[src/rtl/key_click_if.sv]
// Bundle between the key debouncer side and the click counter:
// a press strobe in, gesture reports and activity status out.
interface key_click_if #(
    parameter int CNT_W = 2
);
    // Strobe-only protocol, no back-pressure: key_pressed_stb_i is a one-cycle press
    // event and is always accepted; clicks_valid_o is a one-cycle report that the consumer
    // must take on that cycle, with clicks_cnt_o holding the count until the next report.
    logic             key_pressed_stb_i;
    logic             clicks_valid_o;
    logic [CNT_W-1:0] clicks_cnt_o;
    logic             busy_o;

    modport master (
        output key_pressed_stb_i,
        input  clicks_valid_o,
        input  clicks_cnt_o,
        input  busy_o
    );

    modport slave (
        input  key_pressed_stb_i,
        output clicks_valid_o,
        output clicks_cnt_o,
        output busy_o
    );
endinterface

[src/rtl/key_click_counter.sv]
// Groups debounced key presses into multi-click gestures and reports the
// click count once the inactivity window closes or MAX_CLICKS is reached.
module key_click_counter #(
    parameter int CLK_FREQ_MHZ   = 100,
    parameter int WINDOW_TIME_US = 250,
    parameter int MAX_CLICKS     = 3
) (
    input  logic        clk_i,
    input  logic        rst_ni,
    key_click_if.slave  bus
);
    localparam int WINDOW_CYCLES = CLK_FREQ_MHZ * WINDOW_TIME_US;
    localparam int CNT_W         = $clog2(MAX_CLICKS + 1);
    localparam int TIMER_W       = $clog2(WINDOW_CYCLES);

    localparam logic [TIMER_W-1:0] TIMER_LAST = TIMER_W'(WINDOW_CYCLES - 1);
    localparam logic [CNT_W-1:0]   CNT_MAX    = CNT_W'(MAX_CLICKS);
    localparam logic [CNT_W-1:0]   CNT_ONE    = CNT_W'(1);

    typedef enum logic {
        ST_IDLE = 1'b0,
        ST_WAIT = 1'b1
    } state_t;

    state_t             state_q, state_d;
    logic [CNT_W-1:0]   count_q, count_d;
    logic [TIMER_W-1:0] timer_q, timer_d;
    logic               valid_q, valid_d;
    logic [CNT_W-1:0]   cnt_out_q, cnt_out_d;
    logic [CNT_W-1:0]   count_inc;

    assign count_inc = count_q + CNT_ONE;

    always_comb begin
        state_d   = state_q;
        count_d   = count_q;
        timer_d   = timer_q;
        valid_d   = 1'b0;
        cnt_out_d = cnt_out_q;
        unique case (state_q)
            ST_IDLE: begin
                if (bus.key_pressed_stb_i) begin
                    count_d = CNT_ONE;
                    timer_d = '0;
                    if (MAX_CLICKS == 1) begin
                        valid_d   = 1'b1;
                        cnt_out_d = CNT_ONE;
                    end else begin
                        state_d = ST_WAIT;
                    end
                end
            end
            ST_WAIT: begin
                // A strobe on the expiry cycle wins: it is counted and restarts the window.
                if (bus.key_pressed_stb_i) begin
                    count_d = count_inc;
                    timer_d = '0;
                    if (count_inc == CNT_MAX) begin
                        valid_d   = 1'b1;
                        cnt_out_d = count_inc;
                        state_d   = ST_IDLE;
                    end
                end else if (timer_q != TIMER_LAST) begin
                    timer_d = timer_q + 1'b1;
                end else begin
                    valid_d   = 1'b1;
                    cnt_out_d = count_q;
                    state_d   = ST_IDLE;
                end
            end
            default: state_d = ST_IDLE;
        endcase
    end

    always_ff @(posedge clk_i or negedge rst_ni) begin
        if (!rst_ni) begin
            state_q   <= ST_IDLE;
            count_q   <= '0;
            timer_q   <= '0;
            valid_q   <= 1'b0;
            cnt_out_q <= '0;
        end else begin
            state_q   <= state_d;
            count_q   <= count_d;
            timer_q   <= timer_d;
            valid_q   <= valid_d;
            cnt_out_q <= cnt_out_d;
        end
    end

    assign bus.clicks_valid_o = valid_q;
    assign bus.clicks_cnt_o   = cnt_out_q;
    assign bus.busy_o         = (state_q == ST_WAIT);
endmodule
[src/flat_wrapper.sv]
// flat-port wrapper written by rule: the top's interface ports become plain ports
module key_click_counter_flat 
#(
    parameter int CLK_FREQ_MHZ   = 100,
    parameter int WINDOW_TIME_US = 250,
    parameter int MAX_CLICKS     = 3
)
  (clk_i, rst_ni, bus_key_pressed_stb_i, bus_clicks_valid_o, bus_clicks_cnt_o, bus_busy_o);
  key_click_if bus_i ();
  input  logic clk_i;
  input  logic rst_ni;
  input wire logic [$bits(bus_i.key_pressed_stb_i)-1:0] bus_key_pressed_stb_i;
  output wire logic [$bits(bus_i.clicks_valid_o)-1:0] bus_clicks_valid_o;
  output wire logic [$bits(bus_i.clicks_cnt_o)-1:0] bus_clicks_cnt_o;
  output wire logic [$bits(bus_i.busy_o)-1:0] bus_busy_o;
  assign bus_i.key_pressed_stb_i = bus_key_pressed_stb_i;
  assign bus_clicks_valid_o = bus_i.clicks_valid_o;
  assign bus_clicks_cnt_o = bus_i.clicks_cnt_o;
  assign bus_busy_o = bus_i.busy_o;
  key_click_counter #(.CLK_FREQ_MHZ(CLK_FREQ_MHZ), .WINDOW_TIME_US(WINDOW_TIME_US), .MAX_CLICKS(MAX_CLICKS)) u_core (.clk_i(clk_i), .rst_ni(rst_ni), .bus(bus_i));
endmodule
[config.mk]
export PLATFORM = sky130hd
export DESIGN_NAME = key_click_counter_flat
export DESIGN_NICKNAME = d
export VERILOG_FILES = /design/src/rtl/key_click_if.sv /design/src/rtl/key_click_counter.sv /design/src/flat_wrapper.sv
export SDC_FILE = /design/constraint.sdc
export NUM_CORES = 1
export LEC_CHECK = 0
export CAP_MARGIN = 20
export CORE_MARGIN = 2
export CORE_UTILIZATION = 61
export CTS_CLUSTER_SIZE = 25
export DETAILED_ROUTE_END_ITERATION = 6
export GPL_TIMING_DRIVEN = 1
export PLACE_DENSITY = 0.82
export SYNTH_ARGS = -nofsm -noshare
export SYNTH_HDL_FRONTEND = slang
export SYNTH_SLANG_ARGS = --single-unit
[constraint.sdc]
create_clock -name clk_i -period 4.9 [get_ports clk_i]
set_input_delay 0.49 -clock clk_i [delete_from_list [all_inputs] [get_ports clk_i]]
set_output_delay 0.49 -clock clk_i [all_outputs]
set_load 0.1 [all_outputs]
==> parameters.txt, run 1 <==
Parameter                              Value

STA
  Worst Clk Skew    around 0.0016 ns
  Max_slew headroom    0.345
  Final hold violation count    0
  Clock period minus worst slack    roughly 2.8 ns
  Total Neg Setup Slack    0 ns
  Max Clock Freq    0.361 GHz
  Max Slew Vio Count    0
  Period utilisation layout    0.566
  Slew at the pin closest to its max-slew limit    between 0.9 and 1 ns
  Unrepaired setup endpoints after global routing    no
  Endpoints failing setup    0
  Worst Hold Slack    roughly 0.53 ns
  Least setup slack across all paths after layout    roughly 2.1 ns

Cells and area
  Nets@finish    roughly 130
  Finished Cell Area    1240 µm²
  Most used cells in the layout excluding fill and tap cells    21 x dfrtp_1, 12 x nor2_1, 8 x nand4_1, 8 x xor2_1, 7 x nand2_1
  Filler instances    135
  Number of antenna repair diodes    0
  Layout area overhead    7.73%
  Fraction of layout cells with a size suffix above 1    0.0932
  Cell Count, Final, Fillers Out    around 140
  Commonest non-fill, non-tap cell in the layout    dfrtp_1

Synth
  Post-synth top flop    dfrtp_1
  Mapped Cells    113
  Part of the Yosys area used for sequential elements    0.458
  Mean post-synth cell area    approximately 10 µm²
  Synthesized Nets    ~120
  Netlist cell types    38
  Warnings, synthesis    0
  Post-synth EDFFs    0
  Async S/R FF share, synth    1.00
  Cell area after synthesis    1150 µm²
  Flip-flop and latch count after synthesis    21

Drt
  Number of nets still failing antenna checks after routing    0
  DRT Pass-1 Iters    4
  Number of DRC markers after the initial detailed-route iteration    17
  Total wirelength of the detailed-routed design    between 2000 and 2500 µm
  Vias per Instance    around 6.1
  Count of vias placed by the detailed router    879
  Residual DRC    0
  Avg WL per Cell    ~15 µm

Floorplan
  Horizontal die dimension    47.4 µm
  Number of placed I/O pins    7
  Height of the die    approximately 47 µm
  Starting utilization of the core area    0.658
  Placeable core region    1750 µm²
  # rows    15
  Area of the die    approximately 2200 µm²

Place
  DP Worst Slack    1.81 ns
  Final estimated routing congestion in global placement    about 0.83
  Port Buffers    6
  Cells after DPL    139
  DP Wirelength    roughly 1500 µm
  Standard cell area after detailed placement    approximately 1200 µm²

Global route
  Maximum number of pins on one net before global-route repair    24
  GRT Overall Usage    0.222
  Vias in the first global route    806
  Global route total overflow    0
  Global-route wire length before repair    approximately 3500 µm
  Initial antenna violation count    0

Clock tree
  CTS Buf Count    3
  Post-CTS sizing    0
  Clock transition at path regs    around 0.11 ns
  Clk_lat worst skew    approximately 0.30 ns
  Post-CTS Hold Buffers    0
  CTS tree    built
  Total number of H-tree levels    1
  Sinks on Clock Net    21
  Number of buffers on the longest clock path    2
  Setup fix buffers added after clock tree synthesis    0
  CTS root buf    clkbuf_4

Outcome
  Run status    completed

Critical path
  Crit path required time    about 5.1 ns
  R2R Path Start    u_core.timer_q[10]$_DFFE_PN0P_
  Origin of the worst setup path    bus_key_pressed_stb_i
  Highest fanout seen on the critical path    23
  Depth of the worst register-to-register path    4
  Category of the most critical setup path    in -> reg
  Sort of element at the start of the critical path    primary input
  Kind of capture point of the worst setup path    register
  Worst endpoint data arrival time    around 3.0 ns
  Endpoint of the most critical register-to-register path    u_core.bus.clicks_cnt_o[1]$_DFFE_PN0P_
  Reg-to-reg slack, setup    between 2 and 3 ns
  End point of the critical path    u_core.bus.clicks_cnt_o[1]$_DFFE_PN0P_

Flow run
  Max-cap violations    0

Pwr
  Maximum vdd drop    between 0.3 and 0.4 mV
  Power per cell area    approximately 420 nW/µm²
  Static power due to leakage    between 0.0005 and 0.0006 µW

Worst hold path
  Kind of path behind the tightest hold check    reg -> reg
registers in the layout (all words and copies together) (netlist names):
| signal | flops |
|---|---|
| u_core.count_q | 2 |
| u_core.bus.clicks_valid_o | 1 |
| u_core.timer_q | 15 |
| u_core.bus.busy_o | 1 |
| u_core.bus.clicks_cnt_o | 2 |
report_power, final:
part	internal (µW)	switching (µW)	leakage, µW	total (µW)
Combinational	58.5	140	0.000258	199
Sequential	200	36.9	0.000277	237
Clock	31.7	48.6	0.0000150	80.3
logic make-up after synthesis:
family	count (synthesis)	synth area share
AND/OR/NAND/NOR	48	0.253
flip-flops	21	0.458
AO/OA/AOI/OAI	20	0.131
buffers and inverters	11	0.0447
XOR/XNOR	9	0.0686
adder cells (fa/ha/maj)	3	0.0327
multiplexers	1	0.0131
per-layer routing:
metal	track usage	vias to the layer above	wire (µm)
met2	0.357	21	1140
met1	0.282	431	948
met4	0.133	0	25
met5	0	-	0
li1	-	423	-
met3	0.0308	4	76
worst min path at each step:
| stage | slack (ns) | cells past startpoint | endpoint | startpoint |
|---|---|---|---|---|
| global route | 0.56 | 1 | u_core.bus.clicks_cnt_o[1]$_DFFE_PN0P_ | u_core.bus.clicks_cnt_o[1]$_DFFE_PN0P_ |
| detailed placement | 0.51 | 2 | u_core.count_q[1]$_DFFE_PN0P_ | u_core.count_q[1]$_DFFE_PN0P_ |
| floorplan | 0.19 | 0 | u_core.bus.busy_o$_DFF_PN0_ | rst_ni |
| global placement | 0.49 | 2 | u_core.count_q[1]$_DFFE_PN0P_ | u_core.count_q[1]$_DFFE_PN0P_ |
| CTS | 0.53 | 2 | u_core.count_q[1]$_DFFE_PN0P_ | u_core.count_q[1]$_DFFE_PN0P_ |
| finish | 0.53 | 2 | u_core.count_q[1]$_DFFE_PN0P_ | u_core.count_q[1]$_DFFE_PN0P_ |
layout make-up:
cell class,instances,area [µm²],share of cell area
clock buffer,4,26.3,0.0212
multi-input combinational,81,572,0.462
sequential,21,526,0.425
inverter,6,22.5,0.0182
timing repair buffer,6,60.1,0.0485
tap,25,31.3,0.0253
critical path, cell delays in order:
cell	delay (ns)
clkdlybuf4s50_1	0.81
or4bb_1	0.69
nor4_4	0.44
o21a_4	0.23
mux2_4	0.29
Yosys cell counts, drive strengths merged, types with 4 or more instances:
library cell  instances  share of area
nand3                 4          0.017
nand4                 8          0.044
a21oi                 4          0.024
xor2                  8          0.061
o31ai                 5          0.033
dfrtp                21           0.46
buf                   4          0.022
inv                   6          0.020
nor2                 12          0.039
nand2                 7          0.023
o21ai                 5          0.022
stage by stage:
| step | power (µW) | util |
|---|---|---|
| finish | 516 | 0.709 |
| global route | 544 | 0.709 |
| CTS | 520 | 0.709 |
| detailed placement | 440 | 0.694 |
| global placement | 434 | 0.694 |
| floorplan | 387 | - |
Note: power is estimated with default switching activity, not from simulation.
==> run 2, diff against run 1 <==
Settings changed: CORE_UTILIZATION 61 to 51, PLACE_DENSITY 0.82 to 0.73.
Clock period 4.9 ns to 2.5 ns, I/O delays scaled along.
==> run 2 against run 1 <==
Against the previous run: combinational power grew 100%; global-route usage down 2.3 points; die area increased by 18%; clock skew grew 0.0028 ns; hold slack worse by 0.26 ns; setup slack worse by 1.7 ns; register-to-register slack worse by 2.2 ns; flip-flop and latch count unchanged; via count is 1.4% lower; non-clock buffer count up 4; total power rose by 97%; sequential share of layout area decreased by 0.80 points; critical endpoint unchanged.
==> parameters.txt, run 2 (synthesized netlist as in run 1, its figures left out) <==
Parameter                              Value

Pwr
  Static power due to leakage    0.000574 µW (+4.2%)
  Total Power Consumption    1020 µW (+97%)
  Power per cell area    807 nW/µm² (+94%)
  Maximum vdd drop    0.708 mV (+92%)

Clock tree
  Sinks on Clock Net    21 (unchanged)
  CTS root buf    clkbuf_4
  Number of buffers on the longest clock path    2 (unchanged)
  Total number of H-tree levels    1 (unchanged)
  Post-CTS sizing    0 (unchanged)
  Clock transition at path regs    0.11 ns (about the same)
  CTS Buf Count    3 (unchanged)
  CTS tree    built
  Clk_lat worst skew    0.30 ns (about the same)
  Post-CTS Hold Buffers    0 (unchanged)
  Setup fix buffers added after clock tree synthesis    0 (unchanged)

STA
  Max_slew headroom    0.739 (+0.394)
  Final hold violation count    0 (unchanged)
  Max Slew Vio Count    0 (unchanged)
  Least setup slack across all paths after layout    0.434 ns (-1.69 ns)
  Clock period minus worst slack    2.07 ns
  Total Neg Setup Slack    0 ns (unchanged)
  Slew at the pin closest to its max-slew limit    0.389 ns (-0.590 ns)
  Worst Hold Slack    0.271 ns (-0.258 ns)
  Period utilisation layout    0.827
  Endpoints failing setup    0 (unchanged)
  Unrepaired setup endpoints after global routing    no
  Worst Clk Skew    0.00440 ns (+0.00282 ns)
  Max Clock Freq    a little under 0.5 GHz

Flow run
  Max-cap violations    0 (unchanged)

Critical path
  Crit path required time    2.70 ns (-2.39 ns)
  Highest fanout seen on the critical path    6 (-74%)
  Sort of element at the start of the critical path    register
  Kind of capture point of the worst setup path    register
  Category of the most critical setup path    reg -> reg
  Worst endpoint data arrival time    2.26 ns (-0.71 ns)

Drt
  Residual DRC    0 (unchanged)
  DRT Pass-1 Iters    4 (unchanged)
  Number of DRC markers after the initial detailed-route iteration    19 (+2)
  Total wirelength of the detailed-routed design    2270 µm (+3.6%)
  Number of nets still failing antenna checks after routing    0 (unchanged)
  Count of vias placed by the detailed router    867 (-1.4%)
  Avg WL per Cell    15.1 µm (-1.3%)
  Vias per Instance    5.78 (-6.0%)

Cells and area
  Nets@finish    129 (+3.2%)
  Filler instances    201 (+49%)
  Fraction of layout cells with a size suffix above 1    0.156 (+0.0625)
  Area used by multi-input combinational logic    572 µm² (unchanged)
  Largest Register    u_core.timer_q
  Utilization after layout    0.581 (-0.128)
  Commonest non-fill, non-tap cell in the layout    dfrtp_1
  Layout area overhead    9.80%
  Most used cells in the layout excluding fill and tap cells    21 x dfrtp_1, 12 x nor2_1, 8 x nand4_1, 8 x xor2_1, 8 x buf_4
  Number of flip-flops in the largest register    15 (unchanged)
  Number of antenna repair diodes    0 (unchanged)
  Total area of sequential cells    526 µm² (unchanged)

Floorplan
  Number of placed I/O pins    7 (unchanged)
  # rows    17 (+2)
  Area of the die    2650 µm² (+18%)
  Height of the die    51.5 µm (+8.6%)
  Horizontal die dimension    51.5 µm (+8.6%)
  Placeable core region    2170 µm² (+24%)
  Starting utilization of the core area    0.529 (-0.129)

Place
  Final estimated routing congestion in global placement    0.792 (-4.3%)
  Port Buffers    6 (unchanged)
  DP Worst Slack    0.372 ns (-1.43 ns)
  DP Wirelength    1610 µm (+5.7%)

Global route
  Global route total overflow    0 (unchanged)
  Initial antenna violation count    0 (unchanged)
  GRT Overall Usage    0.200 (-0.0226)
  Vias in the first global route    844 (+4.7%)
  Maximum number of pins on one net before global-route repair    23 (-4.2%)
  Global-route wire length before repair    3860 µm (+10%)

Worst hold path
  Kind of path behind the tightest hold check    in -> async

Outcome
  Run status    completed
[run 2: changes by cell type in the layout (fill, tap and decap cells not counted)]
cell / change
buf_4: +8
clkdlybuf4s50_1: -4
[run 2: final cells by class]
cell class | instances | share of cell area
Sequential cell | 21 | 0.417
Clock buffer | 4 | 0.0208
Timing Repair Buffer | 10 | 0.0635
Inverter | 6 | 0.0179
Tap cell | 28 | 0.0278
Multi-Input combinational cell | 81 | 0.453
[run 2: power breakdown]
group | switching [µW] | internal (µW) | leakage [µW]
combinational | 287 | 115 | 0.000282
clock | 98.0 | 62.3 | 0.0000150
sequential | 63.8 | 392 | 0.000277
[run 2: final timing paths]
check | endpoint | from | cells after the start | slack, ns
worst max-delay path | u_core.bus.clicks_cnt_o[1]$_DFFE_PN0P_ | u_core.timer_q[10]$_DFFE_PN0P_ | 4 | 0.43
worst max register to register | u_core.bus.clicks_cnt_o[1]$_DFFE_PN0P_ | u_core.timer_q[10]$_DFFE_PN0P_ | 4 | 0.43
max in group asynchronous | u_core.bus.clicks_cnt_o[1]$_DFFE_PN0P_ | rst_ni | 2 | 2.01
worst min-delay path | u_core.timer_q[5]$_DFFE_PN0P_ | rst_ni | 2 | 0.27
min in group clk_i | u_core.count_q[1]$_DFFE_PN0P_ | u_core.count_q[1]$_DFFE_PN0P_ | 2 | 0.53
worst min register to register | u_core.count_q[1]$_DFFE_PN0P_ | u_core.count_q[1]$_DFFE_PN0P_ | 2 | 0.53
[run 2: worst max-delay path, stage by stage, from the launching register on]
cell	delay, ns
dfrtp_1	0.43
or4b_1	0.58
nor4_4	0.45
o21a_4	0.21
mux2_4	0.29
[run 2: through the flow]
stage / area, µm² / instances
4_1_cts: 1260 / 150
3_5_place_dp: 1230 / 146
3_3_place_gp: 1230 / 146
2_1_floorplan: 1150 / 113
6_report: 1260 / 150
5_1_grt: 1260 / 150
[run 2: routing by layer]
metal / GRT usage / part of all wire / vias to the layer above
li1: - / - / 430
met1: 0.249 / 0.47 / 417
met2: 0.321 / 0.48 / 13
met3: 0.0351 / 0.027 / 7
met4: 0.123 / 0.024 / 0
met5: 0 / 0 / -
==> run 3, diff against run 2 <==
Clock period 2.5 ns to 1.81 ns, I/O delays scaled along.
==> run 3 against run 2 <==
Against the previous run: the flow now finishes with violations (setup timing); sequential share of layout area down 4.2 points; first-iteration DRC count up 68%; utilization up 6.7 points.
==> parameters.txt, run 3 (synthesized netlist as in run 1, its figures left out) <==
Parameter                              Value

Critical path
  End point of the critical path    u_core.bus.clicks_cnt_o[1]$_DFFE_PN0P_
  Worst endpoint data arrival time    2.10 ns (-0.16 ns)
  Reg-to-reg slack, setup    -0.08 ns (-0.51 ns)
  Category of the most critical setup path    reg -> reg
  Endpoint of the most critical register-to-register path    u_core.bus.clicks_cnt_o[1]$_DFFE_PN0P_
  R2R Path Start    u_core.timer_q[10]$_DFFE_PN0P_
  Depth of the worst register-to-register path    4 (unchanged)
  Crit path required time    2.02 ns (-0.68 ns)
  Origin of the worst setup path    u_core.timer_q[10]$_DFFE_PN0P_
  Sort of element at the start of the critical path    register
  Highest fanout seen on the critical path    2 (-4)
  Kind of capture point of the worst setup path    register

STA
  Max Clock Freq    0.529 GHz (+9.3%)
  Period utilisation layout    1.04 (+0.218)
  Endpoints failing setup    4 (+4)
  Clock period minus worst slack    1.89 ns (-0.176 ns)
  Worst Hold Slack    0.200 ns (-0.0709 ns)
  Worst Clk Skew    0.00277 ns (-0.00163 ns)
  Max_slew headroom    0.764 (+0.0249)
  Least setup slack across all paths after layout    -0.0805 ns (-0.514 ns)
  Max Slew Vio Count    0 (unchanged)
  Unrepaired setup endpoints after global routing    yes
  Final hold violation count    0 (unchanged)
  Slew at the pin closest to its max-slew limit    0.351 ns (-0.0377 ns)

Clock tree
  Clk_lat worst skew    0.31 ns (about the same)
  CTS tree    built
  Total number of H-tree levels    1 (unchanged)
  Post-CTS Hold Buffers    0 (unchanged)
  CTS root buf    clkbuf_4
  Sinks on Clock Net    21 (unchanged)
  CTS Buf Count    3 (unchanged)
  Clock transition at path regs    0.12 ns (about the same)
  Number of buffers on the longest clock path    2 (unchanged)

Place
  Port Buffers    6 (unchanged)
  DP Worst Slack    -0.291 ns (-0.663 ns)
  Final estimated routing congestion in global placement    0.854 (+7.8%)
  Cells after DPL    159 (+8.9%)
  DP Wirelength    1850 µm (+15%)

Cells and area
  Utilization after layout    0.649 (+0.0675)
  Nets@finish    145 (+12%)
  Most used cells in the layout excluding fill and tap cells    22 x buf_4, 20 x dfrtp_1, 12 x nor2_1
  Number of antenna repair diodes    0 (unchanged)
  Layout area overhead    22.5%
  Cell Count, Final, Fillers Out    166 (+11%)
  Number of flip-flops in the largest register    15 (unchanged)
  Commonest non-fill, non-tap cell in the layout    buf_4
  Fraction of layout cells with a size suffix above 1    0.275 (+0.120)
  Largest Register    u_core.timer_q

Global route
  Global route total overflow    0 (unchanged)
  GRT Overall Usage    0.244 (+0.0440)
  Global routing's busiest layer    met2
  Vias in the first global route    995 (+18%)
  Fraction of met2 tracks used by global routing    0.385 (+0.0641)
  Global-route wire length before repair    4640 µm (+20%)
  Maximum number of pins on one net before global-route repair    23 (unchanged)
  Global routing met1 resource utilization    0.328 (+0.0791)
  Initial antenna violation count    0 (unchanged)
  Met3 Usage GRT    0.0380 (+0.00292)

Drt
  Number of DRC markers after the initial detailed-route iteration    32 (+13)
  Avg WL per Cell    16.4 µm (+8.3%)
  Vias per Instance    6.08 (+5.2%)
  Residual DRC    0 (unchanged)
  Total wirelength of the detailed-routed design    2720 µm (+20%)
  Count of vias placed by the detailed router    1009 (+16%)
  Number of nets still failing antenna checks after routing    0 (unchanged)
  DRT Pass-1 Iters    4 (unchanged)

Outcome
  Violations in the final reports    setup timing
  Run status    complete, but fails checks

Pwr
  Power per cell area    1080 nW/µm² (+33%)
  Static power due to leakage    0.000669 µW (+16%)
  Maximum vdd drop    1.29 mV (+82%)

Floorplan
  Horizontal die dimension    51.5 µm (unchanged)
  Starting utilization of the core area    0.529 (unchanged)
  # rows    17 (unchanged)
  Number of placed I/O pins    7 (unchanged)
  Placeable core region    2170 µm² (unchanged)
  Height of the die    51.5 µm (unchanged)
  Area of the die    2650 µm² (unchanged)

Flow run
  Max-cap violations    0 (unchanged)

Worst hold path
  Kind of path behind the tightest hold check    in -> async
run 3: cell count changes in the layout (fill, tap and decap cells not counted):
cell     change
dfrtp_1      -1
or4b_1       -1
ha_1         -1
or4_4        +1
buf_6        +1
dfrtp_2      +1
buf_12       +1
ha_2         +1
buf_4       +14
or4_2        -1
or4b_4       +1
run 3: critical path: stages (launching register included):
cell     delay (ns)
dfrtp_1        0.40
or4b_4         0.56
nor4_4         0.37
o21a_4         0.17
mux2_4         0.29
run 3: final cells by class:
class / instances / area (µm²)
well taps: 28 / 35.0
inverters: 6 / 22.5
repair buffers: 26 / 216
flip-flops and latches: 21 / 527
clock buffers: 4 / 26.3
multi-input cells: 81 / 581
fillers: 188 / 762
run 3: how the worst min path moves through the flow:
| stage | startpoint | to | slack (ns) | cells past startpoint |
|---|---|---|---|---|
| finish | rst_ni | u_core.timer_q[14]$_DFFE_PN0P_ | 0.20 | 2 |
| global route | rst_ni | u_core.timer_q[1]$_DFFE_PN0P_ | 0.23 | 2 |
| CTS | rst_ni | u_core.timer_q[13]$_DFFE_PN0P_ | 0.22 | 2 |
| detailed placement | u_core.count_q[1]$_DFFE_PN0P_ | u_core.count_q[1]$_DFFE_PN0P_ | 0.49 | 2 |
| global placement | u_core.count_q[1]$_DFFE_PN0P_ | u_core.count_q[1]$_DFFE_PN0P_ | 0.49 | 2 |
| floorplan | rst_ni | u_core.bus.busy_o$_DFF_PN0_ | -0.11 | 0 |
run 3: stage by stage:
stage / cell area (µm²) / power [µW] / TNS (ns)
5_1_grt: 1410 / 1600 / -0.398
6_report: 1410 / 1520 / -0.121
3_5_place_dp: 1350 / 1260 / -2.01
2_1_floorplan: 1150 / 1050 / -0.0434
3_3_place_gp: 1350 / 1240 / -1.31
4_1_cts: 1390 / 1500 / -0.156
run 3: metal layers:
layer  vias up  wire length [µm]
li1        461                 -
met1       501              1180
met2        37              1330
met3        10               122
met4         0                86
met5         -                 0
run 3: where the power goes:
group / total (µW) / internal, µW / switching [µW] / leakage, µW
clock network: 235 / 86.2 / 149 / 0.0000150
registers: 618 / 543 / 75.1 / 0.000277
logic: 663 / 229 / 434 / 0.000377
run 3: what timing repair did:
item | in CTS | in global routing
setup buffers | 2 | 1
setup endpoints to repair | 5 | 7
pin swaps | 3 | 3
resized for setup | 2 | 2
